`src/rtl/link_master_fsm.sv`:
```
// link_master_fsm: burst master driving a 4-phase req/ack link, with per-edge ack timeout.
module link_master_fsm #(
    parameter int BURST_LEN = 4,
    parameter int TIMEOUT   = 15
) (
    input  logic       clk,
    input  logic       rst_n,
    input  logic       start,
    input  logic [7:0] base,
    input  logic       ack,
    output logic       req,
    output logic [7:0] data,
    output logic       busy,
    output logic       done,
    output logic       err,
    output logic [3:0] sent_count
);
    typedef enum logic [2:0] {IDLE, REQ_HI, WAIT_LO, DONE, ABORT} state_t;

    state_t     state, nxt;
    logic [7:0] wcnt, wcnt_nxt, data_nxt;
    logic [3:0] cnt_nxt;
    logic       expired, last;

    assign expired = wcnt == 8'(TIMEOUT - 1);
    assign last    = sent_count == 4'(BURST_LEN - 1);

    always_ff @(posedge clk or negedge rst_n) begin
        if (!rst_n) begin
            state      <= IDLE;
            req        <= 1'b0;
            data       <= 8'h00;
            sent_count <= 4'd0;
            wcnt       <= 8'd0;
        end else begin
            state      <= nxt;
            req        <= nxt == REQ_HI;
            data       <= data_nxt;
            sent_count <= cnt_nxt;
            wcnt       <= wcnt_nxt;
        end
    end

    always_comb begin
        nxt = IDLE;
        case (state)
            IDLE:    nxt = start ? REQ_HI : IDLE;
            REQ_HI:  nxt = ack ? WAIT_LO : expired ? ABORT : REQ_HI;
            WAIT_LO: nxt = !ack ? (last ? DONE : REQ_HI) : expired ? ABORT : WAIT_LO;
            default: nxt = IDLE;
        endcase
    end

    // wait counter only runs while parked in a handshake state; any transition clears it
    always_comb begin
        busy     = state != IDLE;
        done     = state == DONE;
        err      = state == ABORT;
        wcnt_nxt = (nxt == state && (state == REQ_HI || state == WAIT_LO)) ? wcnt + 8'd1 : 8'd0;
        cnt_nxt  = (state == IDLE && start) ? 4'd0
                 : (state == WAIT_LO && !ack) ? sent_count + 4'd1 : sent_count;
        data_nxt = (state == IDLE && start) ? base
                 : (state == WAIT_LO && !ack && !last) ? data + 8'd1 : data;
    end
endmodule

```
`config.mk`:
```
export PLATFORM = sky130hd
export DESIGN_NAME = link_master_fsm
export DESIGN_NICKNAME = d
export VERILOG_FILES = /design/src/rtl/link_master_fsm.sv
export SDC_FILE = /design/constraint.sdc
export NUM_CORES = 1
export LEC_CHECK = 0
export CAP_MARGIN = 25
export CORE_ASPECT_RATIO = 1.4
export CORE_MARGIN = 4
export CORE_UTILIZATION = 50
export DETAILED_ROUTE_END_ITERATION = 8
export GPL_TIMING_DRIVEN = 0
export PLACE_DENSITY = 0.84
export SLEW_MARGIN = 20
export SYNTH_ARGS = -nofsm -noshare
export SYNTH_HDL_FRONTEND = slang
export SYNTH_SLANG_ARGS = --single-unit
export TNS_END_PERCENT = 100
```
`constraint.sdc`:
```
create_clock -name clk -period 2.7 [get_ports clk]
set_input_delay 0.54 -clock clk [delete_from_list [all_inputs] [get_ports clk]]
set_output_delay 0.54 -clock clk [all_outputs]
set_load 0.01 [all_outputs]
```
==> results by group, run 1 <==
Finish
  – NumNets Final: 176
  – Post-route insts no fill: 193
  – Fillers: 208
  – Share of layout cells above drive strength 1: 0.0943
  – N_diodes: 0
  – Area Overhead vs Synth: 26.8%

Power and ir drop
  – IR drop worst, VDD: 0.579 mV
  – PD cells: 853 nW/um2
  – Pleak: 0.673 nW

Die
  – Die Height: 68.0 um
  – Starting Density: 0.531
  – Cell Rows: 21
  – IO Count: 28
  – Die W: 50.8 um
  – Core Area: 2420 um2
  – Die area: 3450 um2

Place
  – Final HPWL DP: 2.02 mm
  – Pre-CTS setup slack: 0.151 ns
  – Port buffer count: 27
  – Final Wtd Congestion: 0.699
  – Placed instance count: 189

Global route
  – Global-route wire length before repair: 4.61 mm
  – Total grt overflow: 0
  – Largest net degree at the start of global routing: 25
  – Total Routing Usage GR: 0.174
  – Initial antenna violation count: 0
  – Number of global-route vias before repair: 1062

Yosys
  – Mapped Cells: 128
  – Post-synthesis compound-gate area fraction: 0.0585
  – Syn Nets: 144
  – Synthesized area: 1280 um2
  – Fraction of synthesized area in multiplexers: 0.0253
  – YS warnings: 0
  – Distinct cells, synth: 36
  – Syn Area/Cell: 10.0 um2
  – Largest family of logic cells by synthesized area: simple AND/OR/NAND/NOR gates
  – Seq/Total Area, Yosys: 0.468
  – #FFs+latches synth: 24
  – Adder-cell share of the synthesized area: 0.0390
  – Area share of and/or/nand/nor cells after synthesis: 0.282
  – Synth Area in XOR/XNOR: 0.102

Timing
  – Final hold viol count: 0
  – Worst-margin pin slew: 0.883 ns
  – Final Max Tran Viols: 0
  – Final Critical Period: 2.37 ns
  – Endpoints failing setup: 0
  – Crit share post-route: 0.877
  – FMAX: 423 MHz
  – PnR worst setup slack: 0.333 ns
  – Setup Skew: 0.00836 ns
  – Setup TNS: 0 ns
  – Relative slew slack: 0.409
  – RSZ-0062 raised after global routing: false

Drt
  – DRT iter0 DRCs: 16
  – Final WL: 2.66 mm
  – DRC: 0
  – Wire per inst: 13.8 um
  – Vias per inst: 5.28
  – TritonRoute pass-1 iters: 4
  – Vias: 1020
  – ANT nets after route: 0

Clock network
  – CTS buffer count: 3
  – Clk slew on worst S/H paths: 0.14 ns
  – CTS tree: built
  – Max clock buf depth: 2
  – Clk sinks: 24
  – Setup bufs post-CTS: 0
  – Clock root buffer: clkbuf_4
  – Hold bufs inserted after CTS: 0
  – H-tree Lvls: 1
  – Post-CTS resize count: 0
  – Worst-Skew Late Latency: 0.31 ns

Setup path
  – CP startpoint kind: register
  – CP Capture Type: output port
  – Crit path max fanout: 10
  – Crit Path Class: reg2out
  – Crit path arrival time: 1.83 ns
  – Crit path required time: 2.16 ns

Outcome
  – Status: complete, no violations

Job
  – Max Cap Viol: 0

Min path
  – Worst min path class: in2async
==> worst max-delay path, cell delays in order (launching register included) <==
cell and delay, ns:
dfrtp_1 0.41, clkbuf_1 0.21, or3_1 0.41, clkdlybuf4s50_1 0.48
==> cell usage after synthesis <==
library cell | instances | area (um2)
a211oi_1 | 1 | 7.51
a21oi_1 | 2 | 10.0
a311o_1 | 1 | 10.0
a31o_2 | 1 | 8.76
a31oi_1 | 1 | 6.26
and2_1 | 1 | 6.26
and3_1 | 1 | 6.26
and3b_1 | 1 | 8.76
and4b_1 | 1 | 10.0
buf_2 | 2 | 10.0
clkbuf_1 | 3 | 11.3
dfrtp_1 | 24 | 601
ha_1 | 4 | 50.1
inv_1 | 3 | 11.3
mux2_2 | 2 | 22.5
mux2i_1 | 1 | 10.0
nand2_1 | 15 | 56.3
nand2b_1 | 1 | 6.26
nand3_1 | 5 | 25.0
nand4_1 | 4 | 25.0
nand4b_1 | 1 | 8.76
nor2_1 | 17 | 63.8
nor3_1 | 4 | 20.0
nor3b_1 | 3 | 22.5
nor3b_2 | 1 | 12.5
nor4_2 | 1 | 12.5
nor4_4 | 1 | 21.3
nor4b_2 | 2 | 30.0
nor4bb_1 | 1 | 10.0
o21ai_0 | 1 | 5.00
o21ai_1 | 4 | 20.0
o21bai_1 | 1 | 7.51
or3_1 | 1 | 6.26
or4b_1 | 1 | 10.0
xnor2_1 | 6 | 52.6
xor2_1 | 9 | 78.8
==> path summary, 6_finish.rpt <==
| check | endpoint | cells past startpoint | slack [ns] | start |
|---|---|---|---|---|
| setup reg to reg | data[2] | 5 | 0.67 | state[1] |
| hold reg to reg | wcnt[0] | 1 | 0.52 | wcnt[0] |
| setup / recovery | busy | 3 | 0.33 | state[1] |
| hold / removal | data[0] | 1 | 0.18 | rst_n |
| min in group clk | wcnt[0] | 1 | 0.52 | wcnt[0] |
| max in group asynchronous | wcnt[6] | 1 | 2.16 | rst_n |
==> power breakdown <==
part           internal, mW  switching, mW  total (mW)
combinational         0.336          0.297       0.633
sequential            0.460          0.107       0.566
clock                0.0823          0.107       0.189
total                 0.877          0.511        1.39
==> routing by layer <==
metal	vias to the layer above	GRT usage	wire [um]	share of wire
li1	503	-	-	-
met1	484	0.182	990	0.37
met2	27	0.350	1530	0.57
met3	6	0.0283	112	0.042
met4	0	0.0539	29	0.011
met5	-	0	0	0
==> per-stage QoR <==
step / instance area [um2] / total power [mW] / util / hold slack [ns]
detailed placement: 1600 / 1.21 / 0.660 / 0.499
global placement: 1600 / 1.18 / 0.660 / 0.488
finish: 1630 / 1.39 / 0.673 / 0.184
global route: 1630 / 1.50 / 0.673 / 0.192
floorplan: 1280 / 0.926 / - / 0.244
CTS: 1630 / 1.40 / 0.675 / 0.517
==> kinds of logic after synthesis <==
logic type,Yosys count
XOR/XNOR,15
AND/OR/NAND/NOR,62
AO/OA/AOI/OAI,12
buffers and inverters,8
multiplexers,3
flip-flops,24
adder cells (fa/ha/maj),4
==> cells in the final DEF (no fill, tap or decap), types with 2 or more instances in the layout <==
cell type,count
xnor2_1,6
buf_2,3
ha_1,4
clkdlybuf4s50_1,26
clkbuf_1,3
a21oi_1,2
dfrtp_1,24
clkbuf_4,3
nor2_1,17
o21ai_1,4
nand4_1,4
nor4b_2,2
mux2_2,2
xor2_1,9
nor3b_1,3
nand3_1,5
nor3_1,4
nand2_1,15
inv_1,3
==> registers in the layout, indices dropped and copies added (netlist names) <==
register	count
data	8
state	3
wcnt	8
req	1
sent_count	4
==> area by class of cell <==
cell class | instances | area, um2 | area share
multi-input cells | 96 | 651 | 0.400
flip-flops and latches | 24 | 601 | 0.369
repair buffers | 27 | 265 | 0.163
well taps | 34 | 42.5 | 0.0261
clock buffers | 4 | 36.3 | 0.0223
plain buffers | 5 | 21.3 | 0.0131
inverters | 3 | 11.3 | 0.00692
(Power assumes the default switching activity.)
==> run 2: changes to the inputs <==
--- a/config.mk
+++ b/config.mk
@@ -6,12 +6,15 @@
 export NUM_CORES = 1
 export LEC_CHECK = 0
 export CAP_MARGIN = 25
+export CELL_PAD_IN_SITES_DETAIL_PLACEMENT = 2
+export CELL_PAD_IN_SITES_GLOBAL_PLACEMENT = 2
 export CORE_ASPECT_RATIO = 1.4
 export CORE_MARGIN = 4
-export CORE_UTILIZATION = 50
+export CORE_UTILIZATION = 33
 export DETAILED_ROUTE_END_ITERATION = 8
 export GPL_TIMING_DRIVEN = 0
-export PLACE_DENSITY = 0.84
+export MAX_ROUTING_LAYER = met4
+export PLACE_DENSITY = 0.88
 export SLEW_MARGIN = 20
 export SYNTH_ARGS = -nofsm -noshare
 export SYNTH_HDL_FRONTEND = slang
==> run 2 against run 1 <==
  * Die area rose by 44%
  * Wire length rose by 27%
  * Sequential power rose by 2%
  * Non-clock buffer count rose by 2
  * Combinational power rose by 4.3%
  * Sequential share of layout area fell by 0.80 points
  * Clock skew fell by 0.0015 ns
  * Worst setup slack got worse by 0.019 ns
  * Final cell count rose by 4.7%
  * Register-to-register slack improved by 0.03 ns
  * First-iteration DRC count fell by 6.3%
  * Critical path depth rose by 3
  * Largest power group unchanged
==> results by group, run 2 (same netlist as run 1, synthesis figures left out) <==
Die
  – IO Count: 28 (unchanged)
  – Die Height: 81.8 um (+20%)
  – Core Area: 3710 um2 (+53%)
  – Die area: 4970 um2 (+44%)
  – Starting Density: 0.346 (-0.185)
  – Cell Rows: 26 (+24%)
  – Die W: 60.7 um (+19%)

Clock network
  – Clk slew on worst S/H paths: 0.08 ns (-0.06 ns)
  – Max clock buf depth: 2 (unchanged)
  – Worst-Skew Late Latency: 0.26 ns (-0.05 ns)
  – Clock root buffer: clkbuf_8
  – H-tree Lvls: 1 (unchanged)
  – Hold bufs inserted after CTS: 0 (unchanged)
  – CTS buffer count: 3 (unchanged)
  – CTS tree: built
  – Setup bufs post-CTS: 0 (unchanged)
  – Post-CTS resize count: 0 (unchanged)
  – Clk sinks: 24 (unchanged)

Global route
  – Global-route wire length before repair: 5.75 mm (+25%)
  – Busiest grt layer: met2
  – Number of global-route vias before repair: 1168 (+10%)
  – Largest net degree at the start of global routing: 16 (-36%)
  – M2 GR Usage: 0.294 (-0.0552)
  – GRT met3 Usage: 0.0283 (about the same)
  – Initial antenna violation count: 0 (unchanged)
  – Total grt overflow: 0 (unchanged)
  – M1 GR Usage: 0.172 (-0.00982)
  – Total Routing Usage GR: 0.157 (-0.0169)

Setup path
  – Crit path max fanout: 7 (-3)
  – Crit Path Class: in2reg
  – Crit path required time: 2.85 ns (+0.69 ns)
  – Critical path origin: ack
  – CP Capture Type: register
  – CP max stage delay: 0.54 ns (+0.06 ns)
  – CP Cell Sequence: clkdlybuf4s50_1 > or4b_1 > buf_2 > nor4_4 > xor2_1 > mux2_2
  – CP delay by family, top: simple AND/OR/NAND/NOR gates
  – CP max-delay cell: clkdlybuf4s50_1
  – Buf/Inv on CP: 2 (unchanged)
  – Critical R2R Launch: state[0]
  – Crit path arrival time: 2.54 ns (+0.71 ns)
  – CP startpoint kind: primary input

Power and ir drop
  – P_sw: 0.543 mW (+6.3%)
  – PD cells: 868 nW/um2 (+1.8%)
  – Power share of the sequential group: 0.401 (-0.007)
  – IR drop worst, VDD: 0.432 mV (-25%)
  – Combinational share of power: 0.456 (about the same)
  – Clock power frac: 0.143 (+0.007)
  – Pleak: 0.685 nW (+1.7%)
  – Pint: 0.902 mW (+2.8%)
  – Pwr Total: 1.45 mW (+4.1%)
  – Switching Fraction: 0.376 (+0.00789)

Timing
  – Final Max Tran Viols: 0 (unchanged)
  – Endpoints failing setup: 0 (unchanged)
  – Setup TNS: 0 ns (unchanged)
  – Final Critical Period: 2.39 ns (+0.0190 ns)
  – Crit share post-route: 0.884 (+0.00705)
  – RSZ-0062 raised after global routing: false
  – FMAX: 419 MHz (-0.80%)
  – Worst-margin pin slew: 0.723 ns (-0.160 ns)
  – Final hold viol count: 0 (unchanged)
  – Setup Skew: 0.00682 ns (-0.00154 ns)
  – Relative slew slack: 0.516 (+0.107)

Drt
  – ANT nets after route: 0 (unchanged)
  – DRC: 0 (unchanged)
  – Wire per inst: 16.8 um (+22%)
  – Final WL: 3.39 mm (+27%)
  – DRT iter0 DRCs: 15 (-1)
  – Vias per inst: 5.23 (-0.99%)
  – TritonRoute pass-1 iters: 2 (-2)
  – Vias: 1057 (+3.6%)

Place
  – Port buffer count: 27 (unchanged)
  – Final HPWL DP: 2.68 mm (+33%)
  – Final Wtd Congestion: 0.768 (+9.9%)
  – Dpl cell area: 1620 um2 (+1.3%)

Finish
  – N_diodes: 0 (unchanged)
  – Finished Cell Area: 1660 um2 (+2.2%)
  – Most common cell after layout, fill and taps aside: clkdlybuf4s50_1
  – NumNets Final: 178 (+1.1%)
  – Area Overhead vs Synth: 29.6%
  – Biggest regs: data x8, wcnt x8, sent_count x4
  – Share of layout cells above drive strength 1: 0.0938 (-0.000590)
  – Commonest non-fill, non-tap cells in the layout: 27 x clkdlybuf4s50_1, 24 x dfrtp_1, 17 x nor2_1, 15 x nand2_1, 9 x xor2_1

Outcome
  – Status: complete, no violations

Min path
  – Min-delay src: wcnt[0]
  – Worst min path class: reg2reg

Job
  – Max Cap Viol: 0 (unchanged)
-- run 2: final timing paths --
| check | endpoint | slack [ns] | cells after the start |
|---|---|---|---|
| min in group asynchronous | wcnt[4] | 0.71 | 1 |
| hold / removal | wcnt[0] | 0.51 | 1 |
| setup reg to reg | data[5] | 0.70 | 5 |
| max in group asynchronous | data[3] | 1.44 | 2 |
| setup / recovery | data[5] | 0.31 | 6 |
| hold reg to reg | wcnt[0] | 0.51 | 1 |
-- run 2: routing by layer --
layer | vias up | share of wire
met5 | - | 0
met4 | 0 | 0
met3 | 0 | 0.042
met2 | 21 | 0.58
met1 | 529 | 0.38
li1 | 507 | -
-- run 2: per-stage QoR --
step	hold WS [ns]	setup WS, ns	instances	utilization
after global placement	0.494	0.105	197	0.433
final	0.509	0.314	202	0.449
after floorplan	0.244	0.775	128	-
after detailed placement	0.508	0.0159	198	0.436
after CTS	0.520	0.289	201	0.447
after global routing	0.544	0.210	202	0.449
-- run 2: area by class of cell --
cell class,count,area [um2]
tap,42,52.6
fill,411,2040
sequential,24,601
clock buffer,3,41.3
multi-input combinational,96,651
inverter,3,11.3
timing repair buffer,29,287
buffer,5,21.3
-- run 2: worst register-to-register path, delay by kind of cell, from the launching register on --
kind | cells | cell delay (ns)
xor+xnor | 1 | 0.11
buf+inv | 1 | 0.19
flops | 1 | 0.42
mux | 1 | 0.28
simple gates | 2 | 0.89
-- run 2: power groups by stage --
stage | Clock, mW | Sequential (mW) | Combinational, mW
6_report | 0.206 | 0.579 | 0.660
5_1_grt | 0.240 | 0.599 | 0.736
3_3_place_gp | 0 | 0.571 | 0.628
4_1_cts | 0.217 | 0.582 | 0.668
3_5_place_dp | 0 | 0.587 | 0.664
2_1_floorplan | 0 | 0.590 | 0.336
